File: src/rtl/debug_halt_ctrl_if.sv
// rtl/debug_halt_ctrl_if.sv - debugger command port and core run-control signal bundle
interface debug_halt_ctrl_if #(
  parameter int NUM_BP = 2
) ();
  localparam int IW = (NUM_BP > 1) ? $clog2(NUM_BP) : 1;

  logic          cmd_valid;
  logic          cmd_ready;
  logic [2:0]    cmd_op;
  logic [IW-1:0] cmd_idx;
  logic [31:0]   cmd_data;
  logic [31:0]   pc;
  logic          stall;
  logic          halt_active;
  logic          reset_stages;
  logic          halted;
  logic [1:0]    halt_cause;
  logic [31:0]   dpc;
  logic          cmd_err;

  modport master (
    output cmd_valid, cmd_op, cmd_idx, cmd_data, pc, stall,
    input  cmd_ready, halt_active, reset_stages, halted, halt_cause, dpc, cmd_err
  );

  modport slave (
    input  cmd_valid, cmd_op, cmd_idx, cmd_data, pc, stall,
    output cmd_ready, halt_active, reset_stages, halted, halt_cause, dpc, cmd_err
  );
endinterface

File: src/rtl/debug_halt_ctrl.sv
// rtl/debug_halt_ctrl.sv - debug run control: halt/resume/step/core-reset FSM with PC breakpoints
// Optional feature macro: DBG_BREAKPOINT_EN (hardware PC breakpoints and skip-on-resume).
module debug_halt_ctrl #(
  parameter int NUM_BP     = 2,
  parameter int RST_CYCLES = 2,
  parameter bit RESET_HALT = 1'b0
) (
  input logic               clk,
  input logic               reset,
  debug_halt_ctrl_if.slave  bus
);
  localparam logic [2:0]  OP_HALT       = 3'd1;
  localparam logic [2:0]  OP_RESUME     = 3'd2;
  localparam logic [2:0]  OP_STEP       = 3'd3;
  localparam logic [2:0]  OP_RESET_CORE = 3'd4;
  localparam logic [2:0]  OP_SET_BP     = 3'd5;
  localparam logic [2:0]  OP_CLR_BP     = 3'd6;
  localparam logic [2:0]  OP_RSVD       = 3'd7;

  localparam logic [1:0]  CAUSE_RESET = 2'd0;
  localparam logic [1:0]  CAUSE_HALT  = 2'd1;
  localparam logic [1:0]  CAUSE_BP    = 2'd2;
  localparam logic [1:0]  CAUSE_STEP  = 2'd3;

  localparam logic [31:0] RESET_PC = 32'h0000_0008;
  localparam int          CW       = (RST_CYCLES > 1) ? $clog2(RST_CYCLES) : 1;
  localparam logic [CW-1:0] RST_LOAD = CW'(RST_CYCLES - 1);

  typedef enum logic [1:0] {S_RUN, S_HALTED, S_STEP, S_RSTP} state_t;
  localparam state_t S_RESET = RESET_HALT ? S_HALTED : S_RUN;

  state_t        r_state;
  logic          r_halted;
  logic          r_reset_stages;
  logic          r_cmd_err;
  logic          r_rst_to_halt;
  logic [1:0]    r_halt_cause;
  logic [31:0]   r_dpc;
  logic [CW-1:0] r_rst_cnt;

  logic w_cmd_ready;
  logic w_accept;
  logic w_illegal;
  logic w_enter_rstp;
  logic w_bp_hit;
  logic w_bp_present;

  assign w_cmd_ready  = (r_state == S_RUN) || (r_state == S_HALTED);
  assign w_accept     = bus.cmd_valid && w_cmd_ready;
  assign w_enter_rstp = w_accept && (bus.cmd_op == OP_RESET_CORE);

  assign w_illegal = (bus.cmd_op == OP_RSVD)
                  || ((r_state == S_RUN) && ((bus.cmd_op == OP_RESUME) || (bus.cmd_op == OP_STEP)))
                  || (!w_bp_present && ((bus.cmd_op == OP_SET_BP) || (bus.cmd_op == OP_CLR_BP)));

`ifdef DBG_BREAKPOINT_EN
  logic [31:0]       r_bp_addr [NUM_BP];
  logic [NUM_BP-1:0] r_bp_en;
  logic [NUM_BP-1:0] w_bp_match;
  logic              r_skip_bp;

  assign w_bp_present = 1'b1;

  always_comb begin
    w_bp_match = '0;
    for (int i = 0; i < NUM_BP; i++) begin
      w_bp_match[i] = r_bp_en[i] && (r_bp_addr[i] == bus.pc);
    end
  end

  assign w_bp_hit = (r_state == S_RUN) && !r_skip_bp && (|w_bp_match);

  always_ff @(posedge clk or negedge reset) begin
    if (!reset) begin
      r_bp_en <= '0;
      for (int i = 0; i < NUM_BP; i++) begin
        r_bp_addr[i] <= '0;
      end
    end else if (w_accept) begin
      for (int i = 0; i < NUM_BP; i++) begin
        if (int'(bus.cmd_idx) == i) begin
          if (bus.cmd_op == OP_SET_BP) begin
            r_bp_addr[i] <= bus.cmd_data;
            r_bp_en[i]   <= 1'b1;
          end else if (bus.cmd_op == OP_CLR_BP) begin
            r_bp_en[i]   <= 1'b0;
          end
        end
      end
    end
  end

  // Resuming from a breakpoint must let the PC move off that address before re-arming.
  always_ff @(posedge clk or negedge reset) begin
    if (!reset) begin
      r_skip_bp <= 1'b0;
    end else if ((r_state == S_HALTED) && w_accept && (bus.cmd_op == OP_RESUME)) begin
      r_skip_bp <= 1'b1;
    end else if ((r_state == S_RUN) && !bus.stall) begin
      r_skip_bp <= 1'b0;
    end
  end
`else
  logic w_unused;

  assign w_bp_present = 1'b0;
  assign w_bp_hit     = 1'b0;
  assign w_unused     = &{1'b0, bus.cmd_idx, bus.cmd_data[31:1]};
`endif

  always_ff @(posedge clk or negedge reset) begin
    if (!reset) begin
      r_state        <= S_RESET;
      r_halted       <= RESET_HALT;
      r_reset_stages <= 1'b0;
      r_halt_cause   <= CAUSE_RESET;
      r_dpc          <= RESET_PC;
      r_cmd_err      <= 1'b0;
      r_rst_cnt      <= '0;
      r_rst_to_halt  <= 1'b0;
    end else begin
      r_cmd_err <= w_accept && w_illegal;
      if (r_halted) begin
        r_dpc <= bus.pc;
      end
      // A core reset outranks a coincident breakpoint hit; the breakpoint would be flushed anyway.
      if (w_enter_rstp) begin
        r_state        <= S_RSTP;
        r_halted       <= 1'b0;
        r_reset_stages <= 1'b1;
        r_rst_cnt      <= RST_LOAD;
        r_rst_to_halt  <= bus.cmd_data[0];
      end else begin
        unique case (r_state)
          S_RUN: begin
            if (w_bp_hit || (w_accept && (bus.cmd_op == OP_HALT))) begin
              r_state      <= S_HALTED;
              r_halted     <= 1'b1;
              r_halt_cause <= w_bp_hit ? CAUSE_BP : CAUSE_HALT;
            end
          end
          S_HALTED: begin
            if (w_accept && (bus.cmd_op == OP_RESUME)) begin
              r_state  <= S_RUN;
              r_halted <= 1'b0;
            end else if (w_accept && (bus.cmd_op == OP_STEP)) begin
              r_state  <= S_STEP;
              r_halted <= 1'b0;
            end
          end
          S_STEP: begin
            if (!bus.stall) begin
              r_state      <= S_HALTED;
              r_halted     <= 1'b1;
              r_halt_cause <= CAUSE_STEP;
            end
          end
          S_RSTP: begin
            if (r_rst_cnt == '0) begin
              r_reset_stages <= 1'b0;
              r_state        <= r_rst_to_halt ? S_HALTED : S_RUN;
              r_halted       <= r_rst_to_halt;
              if (r_rst_to_halt) begin
                r_halt_cause <= CAUSE_RESET;
              end
            end else begin
              r_rst_cnt <= r_rst_cnt - CW'(1);
            end
          end
          default: r_state <= S_RESET;
        endcase
      end
    end
  end

  // halt_active follows bp_hit combinationally so the PC never steps past a breakpoint.
  assign bus.cmd_ready    = w_cmd_ready;
  assign bus.halt_active  = (r_state == S_HALTED) || (r_state == S_RSTP) || w_bp_hit;
  assign bus.reset_stages = r_reset_stages;
  assign bus.halted       = r_halted;
  assign bus.halt_cause   = r_halt_cause;
  assign bus.dpc          = r_dpc;
  assign bus.cmd_err      = r_cmd_err;
endmodule

File: src/flat_wrapper.sv
// flat-port wrapper written by rule: the top's interface ports become plain ports
module debug_halt_ctrl_flat 
#(
  parameter int NUM_BP     = 2,
  parameter int RST_CYCLES = 2,
  parameter bit RESET_HALT = 1'b0
)
  (clk, reset, bus_cmd_valid, bus_cmd_op, bus_cmd_idx, bus_cmd_data, bus_pc, bus_stall, bus_cmd_ready, bus_halt_active, bus_reset_stages, bus_halted, bus_halt_cause, bus_dpc, bus_cmd_err);
  debug_halt_ctrl_if #(.NUM_BP(NUM_BP)) bus_i ();
  input logic clk;
  input logic reset;
  input wire logic [$bits(bus_i.cmd_valid)-1:0] bus_cmd_valid;
  input wire logic [$bits(bus_i.cmd_op)-1:0] bus_cmd_op;
  input wire logic [$bits(bus_i.cmd_idx)-1:0] bus_cmd_idx;
  input wire logic [$bits(bus_i.cmd_data)-1:0] bus_cmd_data;
  input wire logic [$bits(bus_i.pc)-1:0] bus_pc;
  input wire logic [$bits(bus_i.stall)-1:0] bus_stall;
  output wire logic [$bits(bus_i.cmd_ready)-1:0] bus_cmd_ready;
  output wire logic [$bits(bus_i.halt_active)-1:0] bus_halt_active;
  output wire logic [$bits(bus_i.reset_stages)-1:0] bus_reset_stages;
  output wire logic [$bits(bus_i.halted)-1:0] bus_halted;
  output wire logic [$bits(bus_i.halt_cause)-1:0] bus_halt_cause;
  output wire logic [$bits(bus_i.dpc)-1:0] bus_dpc;
  output wire logic [$bits(bus_i.cmd_err)-1:0] bus_cmd_err;
  assign bus_i.cmd_valid = bus_cmd_valid;
  assign bus_i.cmd_op = bus_cmd_op;
  assign bus_i.cmd_idx = bus_cmd_idx;
  assign bus_i.cmd_data = bus_cmd_data;
  assign bus_i.pc = bus_pc;
  assign bus_i.stall = bus_stall;
  assign bus_cmd_ready = bus_i.cmd_ready;
  assign bus_halt_active = bus_i.halt_active;
  assign bus_reset_stages = bus_i.reset_stages;
  assign bus_halted = bus_i.halted;
  assign bus_halt_cause = bus_i.halt_cause;
  assign bus_dpc = bus_i.dpc;
  assign bus_cmd_err = bus_i.cmd_err;
  debug_halt_ctrl #(.NUM_BP(NUM_BP), .RST_CYCLES(RST_CYCLES), .RESET_HALT(RESET_HALT)) u_core (.clk(clk), .reset(reset), .bus(bus_i));
endmodule
File: config.mk
export PLATFORM = sky130hd
export DESIGN_NAME = debug_halt_ctrl_flat
export DESIGN_NICKNAME = d
export VERILOG_FILES = /design/src/rtl/debug_halt_ctrl_if.sv /design/src/rtl/debug_halt_ctrl.sv /design/src/flat_wrapper.sv
export SDC_FILE = /design/constraint.sdc
export NUM_CORES = 1
export LEC_CHECK = 0
export CORE_AREA = 3 3 73 75
export DETAILED_ROUTE_END_ITERATION = 8
export DIE_AREA = 0 0 76 78
export GPL_TIMING_DRIVEN = 0
export PLACE_DENSITY = 0.87
export SYNTH_ARGS = -nofsm -noshare
export SYNTH_HDL_FRONTEND = slang
export SYNTH_SLANG_ARGS = --single-unit
File: constraint.sdc
create_clock -name clk -period 3 [get_ports clk]
set_clock_uncertainty 0.05 [all_clocks]
set_input_delay 0.75 -clock clk [delete_from_list [all_inputs] [get_ports clk]]
set_output_delay 0.75 -clock clk [all_outputs]
set_load 0.02 [all_outputs]
==> results of run 1 <==
layout make-up:
class,instances,share of cell area
clock inverter,3,0.0237
clock buffer,5,0.0251
inverter,3,0.00411
buffer,7,0.0169
multi-input combinational,72,0.232
sequential,41,0.375
timing repair buffer,79,0.293
tap,67,0.0306
path summary, 6_finish.rpt:
kind / startpoint / endpoint / slack (ps) / cells past startpoint
max: u_core.r_state[0] / bus_halt_active / 670 / 3
min: reset / u_core.bus.cmd_err / 360 / 1
max reg2reg: u_core.r_state[1] / u_core.bus.halt_cause[0] / 1610 / 5
min reg2reg: u_core.bus.dpc[13] / u_core.bus.dpc[13] / 440 / 1
max in group asynchronous: reset / u_core.bus.dpc[28] / 2070 / 2
min in group clk: u_core.bus.dpc[13] / u_core.bus.dpc[13] / 440 / 1
per-layer routing:
metal,wire length [µm],up-vias,part of all wire
met5,0,-,0
met1,1700,624,0.46
li1,-,607,-
met4,46,0,0.012
met3,221,6,0.060
met2,1740,51,0.47
registers in the layout (all words and copies together) (netlist names):
signal	flops
u_core.bus.cmd_err	1
u_core.bus.dpc	32
u_core.bus.halt_cause	2
u_core.bus.halted	1
u_core.bus.reset_stages	1
u_core.r_rst_cnt	1
u_core.r_rst_to_halt	1
u_core.r_state	2
cell usage in the layout, fill, tap and decap left out, types with 3 or more instances in the layout:
cell,instances
clkdlybuf4s50_1,77
dfrtp_1,40
mux2_2,20
mux2_1,12
nand2_1,8
o21ai_0,5
buf_2,5
clkbuf_8,5
inv_1,3
nand3_1,3
kinds of logic (layout without fill, tap and decap cells):
group,count (synthesis),count (layout),synth area share
flip-flops,41,41,0.598
multiplexers,33,33,0.218
AND/OR/NAND/NOR,24,24,0.0881
AO/OA/AOI/OAI,15,15,0.0626
buffers and inverters,10,97,0.0335
worst register-to-register path, delay by kind of cell, from the launching register on:
| kind | cells | cell delay, ps |
|---|---|---|
| compound gates | 2 | 370 |
| buf+inv | 1 | 140 |
| flops | 1 | 380 |
| simple gates | 2 | 330 |
power breakdown:
group | total (mW) | switching, mW | internal (mW)
clock network | 0.520 | 0.190 | 0.331
logic | 1.49 | 0.695 | 0.799
registers | 0.968 | 0.138 | 0.830
total | 2.98 | 1.02 | 1.96
stage by stage:
step	cells	total power, mW	setup WS (ps)
after floorplan	123	1.79	1450
after global placement	268	2.46	83.9
after detailed placement	269	2.49	805
after CTS	277	3.02	664
after global routing	277	3.16	611
final	277	2.98	671
==> results.toml, run 1 <==
[synth]
synth_top_area_frac = 0.582
syn_area_um2 = 1720
syn_inst = 123
synth.most_common_cell = "dfrtp_1"
yosys.area.top_type = "dfrtp_1"
ys_seq_area_frac = 0.598
synth_edf_count = 0
avgSynthCellArea_um2 = 14.0
synthTopCellsByArea = "dfrtp_1 (58%), mux2_2 (13%), mux2_1 (7.9%)"
async_flop_share = 1.00
yosysUniqueCellTypes = 32
ys.warnings.count = 0
synth_seq_cells = 41
synth_nets = 195
synth_top_flop_cell = "dfrtp_1"
synth_common_cells = "dfrtp_1 (40), mux2_2 (20), mux2_1 (12)"

[clock_tree]
cts_resized = 0
post_cts_buffers = 0
path_clk_slew_ps = 80
cts_tree = "built"
cts_hold_buf = 0
numCtsBuffers = 5
clk_path_buf_depth = 2
cts_root_buf = "clkbuf_8"
worstSkewPairLatency_ps = 290
htreeDepth = 2
cts_sinks = 41

[timing]
layout_min_cycle_time_ps = 2330
hold_viol_final = 0
finalSetupTns_ps = 0
slew_headroom = 0.685
period_share = 0.776
slew_violations = 0
fmaxAchievable_mhz = 429
worst_pin_slew_ps = 473
rsz0062_at_grt = "no"
holdWs_ps = 358
setup_viol = 0

[route]
routed_wl_um = 3710
drt_iter0_drc = 38
routedWlPerCell_um = 13.4
first_pass_iters = 3
dr_total_vias = 1288
ant_nets = 0
avgViaCountPerCell = 4.65
drc = 0

[final_layout]
diodes = 0
multi_input_area_um2 = 634
finalNetCount = 281
synthToLayoutAreaGrowth_pct = 59.4
register_area_um2 = 1030
finalInstanceArea_um2 = 2740
drive_gt1_frac = 0.210
num-fill-cells = 400
final_core_util = 0.580

[global_route]
grt_pass1_vias = 1302
antenna_found_initial = 0
grt_use_met1 = 0.172
grt_overflow = 0
met2_usage = 0.217
grt_pass1_wl_um = 6420
grt.total_usage = 0.136
use_met3 = 0.0476
grt_max_degree = 24
busiest_layer = "met2"

[setup_path]
critPathLaunchType = "flip-flop"
crit_fanout = 10
cp.buffers_inverters = 3
critPathKind = "reg2out"
critPathTopFamily = "buffers and inverters"
arrival_ps = 1530
crit_slowest_cell = "clkdlybuf4s50_1"
required_ps = 2200
critPathMaxStageDelay_ps = 590
endpoint_kind = "output port"
path_cells = "buf_6, clkbuf_1, clkdlybuf4s50_1"

[placement]
io_buffers = 78
dpl_cell_area_um2 = 2610
gp_congestion = 0.818
hpwlAfterDp_um = 2820

[run]
max_cap_viol_count = 0

[die]
ios = 111
die_h_um = 78
die_w_um = 76
die_area_um2 = 5930
initial_core_util = 0.364
core_um2 = 4720
rows = 25

[power_and_ir_drop]
vdd_drop_max_v = 0.000553
power_density_nw_per_um2 = 1090
leakagePower_nw = 1.15

[hold_path]
min_path_type = "in2async"

[outcome]
status = "finished clean"
Note: power is estimated with default switching activity, not from simulation.
==> run 2: changes to the inputs <==
Settings changed: CORE_AREA 3 3 73 75 to 3 3 78 80, DIE_AREA 0 0 76 78 to 0 0 81 83, PLACE_DENSITY 0.87 to 0.81.
Clock period 3 ns to 2.1 ns, I/O delays scaled along.
==> results.toml, run 2 (same netlist as run 1, synthesis figures left out) <==
[timing]
slew_headroom = 0.710
fmaxAchievable_mhz = 497
rsz0062_at_grt = "no"
finalSetupTns_ps = 0
worst_pin_slew_ps = 434
slew_violations = 0
period_share = 0.959
holdWs_ps = 123
hold_viol_final = 0
layout_min_cycle_time_ps = 2010
setup_viol = 0

[global_route]
antenna_found_initial = 0
grt_max_degree = 25
grt.total_usage = 0.115
grt_pass1_wl_um = 6040
grt_overflow = 0
grt_pass1_vias = 1271

[setup_path]
path_depth = 3
reg2reg_setup_slack_ps = 720
crit_fanout = 10
critPathLaunch = "u_core.r_state[1]"
cp.buffers_inverters = 3
endpoint_kind = "output port"
reg2reg_to = "u_core.bus.halt_cause[0]"
crit_end = "bus_cmd_ready"
path_cells = "buf_6, inv_1, clkdlybuf4s50_1"
crit-reg2reg-launch = "u_core.r_state[1]"
r2r_cells = 5
critPathTopFamily = "buffers and inverters"
required_ps = 1520
critPathLaunchType = "flip-flop"
crit_slowest_cell = "clkdlybuf4s50_1"
critPathMaxStageDelay_ps = 590
critPathKind = "reg2out"
arrival_ps = 1440

[clock_tree]
path_clk_slew_ps = 80
cts_tree = "built"
cts_resized = 0
cts_sinks = 41
worstSkewPairLatency_ps = 280
cts_hold_buf = 0
htreeDepth = 2
clk_path_buf_depth = 2
cts_root_buf = "clkbuf_8"
post_cts_buffers = 0
numCtsBuffers = 5

[final_layout]
finalNetCount = 281
mostFrequentLayoutCells = "clkdlybuf4s50_1 (76), dfrtp_1 (40), mux2_2 (20), mux2_1 (12), nand2_1 (8)"
diodes = 0
drive_gt1_frac = 0.205
largest_reg_flops = 32
final_common_cell = "clkdlybuf4s50_1"
synthToLayoutAreaGrowth_pct = 56.5

[route]
routed_wl_um = 3750
first_pass_iters = 4
drc = 0
ant_nets = 0
drt_iter0_drc = 26
dr_total_vias = 1291
routedWlPerCell_um = 13.3
avgViaCountPerCell = 4.58

[die]
ios = 111
rows = 27
die_h_um = 83
initial_core_util = 0.314
core_um2 = 5470
die_w_um = 81
die_area_um2 = 6720

[outcome]
status = "finished clean"

[run]
max_cap_viol_count = 0

[placement]
io_buffers = 78
hpwlAfterDp_um = 2830
gp_congestion = 0.797

[power_and_ir_drop]
leakagePower_nw = 1.13
power_density_nw_per_um2 = 1480
vdd_drop_max_v = 0.000611

[hold_path]
min_path_type = "in2async"
run 2: cell type report:
type,count,area [µm²]
Inverter,3,11.3
Timing Repair Buffer,79,798
Fill cell,488,2780
Sequential cell,41,1030
Buffer,7,46.3
Tap cell,72,90.1
Clock inverter,2,10.0
Clock buffer,6,72.6
Multi-Input combinational cell,72,634
run 2: metal layers:
layer / global-route usage / wire [µm] / vias to the layer above
li1: - / - / 604
met1: 0.141 / 1530 / 621
met2: 0.182 / 1750 / 59
met3: 0.0456 / 415 / 7
met4: 0.0415 / 51 / 0
met5: 0 / 0 / -
run 2: stage by stage:
stage | std cells | total power [mW] | area (µm²) | worst slack [ps] | utilization
CTS | 282 | 4.07 | 2690 | 2.61 | 0.491
floorplan | 123 | 2.56 | 1720 | 750 | -
finish | 282 | 3.99 | 2690 | 86.3 | 0.492
global placement | 273 | 3.51 | 2590 | -650 | 0.473
global route | 282 | 4.26 | 2690 | 27.9 | 0.492
detailed placement | 274 | 3.56 | 2610 | 132 | 0.476
run 2: worst min path at each step:
| stage | from | endpoint | slack, ps | cells past startpoint |
|---|---|---|---|---|
| global route | reset | u_core.bus.dpc[12] | 150 | 1 |
| floorplan | reset | u_core.bus.cmd_err | 180 | 0 |
| CTS | reset | u_core.bus.dpc[12] | 130 | 1 |
| global placement | u_core.bus.dpc[30] | u_core.bus.dpc[30] | 420 | 1 |
| detailed placement | u_core.bus.dpc[19] | u_core.bus.dpc[19] | 420 | 1 |
| finish | reset | u_core.bus.dpc[12] | 120 | 1 |
run 2: report_power, final:
| part | total (mW) | internal, mW | switching, mW |
|---|---|---|---|
| Combinational | 2.12 | 1.14 | 0.985 |
| Sequential | 1.38 | 1.19 | 0.195 |
| Clock | 0.488 | 0.230 | 0.257 |
| Total | 3.99 | 2.55 | 1.44 |
==> run 3: changes to the inputs <==
Settings changed: SETUP_SLACK_MARGIN set to 0.5.
==> results.toml, run 3 (same netlist as run 1, synthesis figures left out) <==
[global_route]
grt_max_degree = 25
grt.total_usage = 0.116
grt_pass1_wl_um = 6090
antenna_found_initial = 0
grt_overflow = 0
grt_pass1_vias = 1278

[route]
routedWlPerCell_um = 13.4
avgViaCountPerCell = 4.49
dr_total_vias = 1292
routed_wl_um = 3850
drc = 0
ant_nets = 0
drt_iter0_drc = 21
first_pass_iters = 4

[setup_path]
critPathLaunch = "u_core.r_state[0]"
crit_fanout = 5
reg2reg_setup_slack_ps = 610
crit-reg2reg-launch = "u_core.r_state[0]"
arrival_ps = 1060
endpoint_kind = "output port"
crit_slowest_cell = "dfrtp_1"
reg2reg_to = "u_core.bus.halted"
critPathKind = "reg2out"
crit_end = "bus_halt_active"
critPathMaxStageDelay_ps = 410
path_cells = "buf_6, clkbuf_1, buf_4"
r2r_cells = 7
critPathLaunchType = "flip-flop"
required_ps = 1520

[final_layout]
stdcell_count = 288
final_common_cell = "dfrtp_1"
finalInstanceArea_um2 = 2700
num-fill-cells = 494
finalNetCount = 287
mostFrequentLayoutCells = "dfrtp_1 (40), clkdlybuf4s50_1 (34), dlygate4sd2_1 (27), mux2_2 (20), mux2_1 (12)"
diodes = 0
largest_reg_flops = 32
synthToLayoutAreaGrowth_pct = 57.3
drive_gt1_frac = 0.264

[power_and_ir_drop]
power_frac_comb = 0.513
p_seq_frac = 0.359
swShare = 0.381
intPower_mw = 2.36
vdd_drop_max_v = 0.000560
p_sw_mw = 1.46
clockPowerShare = 0.127
power_density_nw_per_um2 = 1410
leakagePower_nw = 1.22

[run]
max_cap_viol_count = 0

[timing]
fmaxAchievable_mhz = 612
layout_min_cycle_time_ps = 1630
setup_viol = 0
rsz0062_at_grt = "yes"
slew_violations = 0
slew_headroom = 0.709
hold_viol_final = 0
period_share = 0.778
worst_pin_slew_ps = 437

[die]
core_um2 = 5470
rows = 27
initial_core_util = 0.314
die_w_um = 81
ios = 111
die_area_um2 = 6720
die_h_um = 83

[placement]
io_buffers = 78
gp_congestion = 0.797
dp_cells = 274
hpwlAfterDp_um = 2830
dpl_cell_area_um2 = 2610

[clock_tree]
cts_tree = "built"
numCtsBuffers = 5
cts_sinks = 41
cts_root_buf = "clkbuf_8"
htreeDepth = 2
cts_hold_buf = 0
worstSkewPairLatency_ps = 280
path_clk_slew_ps = 80
clk_path_buf_depth = 2

[outcome]
status = "finished clean"

[hold_path]
min_path_type = "in2async"
run 3: changes by cell type in the layout (fill, tap and decap cells not counted), moves of 2 or more:
cell / before / now
clkdlybuf4s15_1: 0 / 10
buf_4: 0 / 7
clkdlybuf4s50_1: 76 / 34
clkbuf_2: 0 / 2
dlygate4sd2_1: 0 / 27
run 3: worst min path at each step:
stage               slack [ps]  depth (start not counted)                  to               start
floorplan                  180                          0  u_core.bus.cmd_err               reset
global placement           420                          1  u_core.bus.dpc[30]  u_core.bus.dpc[30]
detailed placement         420                          1  u_core.bus.dpc[19]  u_core.bus.dpc[19]
CTS                        130                          1  u_core.bus.dpc[12]               reset
global route               150                          1  u_core.bus.dpc[12]               reset
finish                     130                          1  u_core.bus.dpc[12]               reset
run 3: timing repair:
action | 4_1_cts | 5_1_grt
pin swaps | 2 | 1
buffers inserted | 2 | 4
resized for setup | 50 | 23
endpoints found under the setup margin | 41 | 18
run 3: worst max-delay path, delay by kind of cell (launching register included):
kind                   cells  cell delay (ps)
flip-flops                 1              410
buffers and inverters      3              360
run 3: metrics by stage:
stage / setup WS [ps] / setup TNS, ps / util / hold slack [ps] / power, mW
final: 466 / 0 / 0.494 / 125 / 3.82
after global routing: 421 / 0 / 0.494 / 145 / 4.09
after CTS: 276 / 0 / 0.485 / 132 / 3.79
after detailed placement: 132 / 0 / 0.476 / 424 / 3.56
after global placement: -650 / -26120 / 0.473 / 418 / 3.51
after floorplan: 750 / 0 / - / 179 / 2.56
run 3: per-layer routing:
layer	GRT usage	wire length, µm	up-vias
li1	-	-	623
met1	0.143	1590	609
met2	0.183	1800	55
met3	0.0456	417	5
met4	0.0415	41	0
met5	0	0	-
run 3: area by class of cell:
type	instances	area [µm²]	share of cell area
plain buffers	7	46.3	0.0171
well taps	72	90.1	0.0333
clock inverters	2	10.0	0.00370
flip-flops and latches	41	1030	0.380
repair buffers	85	793	0.293
clock buffers	6	72.6	0.0268
multi-input cells	72	653	0.242
inverters	3	11.3	0.00416
run 3: power groups by stage:
stage	Combinational (mW)	Clock, mW	Sequential (mW)
CTS	1.90	0.513	1.38
global route	2.11	0.553	1.43
finish	1.96	0.487	1.37
floorplan	0.724	0	1.84
detailed placement	2.15	0	1.41
global placement	2.13	0	1.39
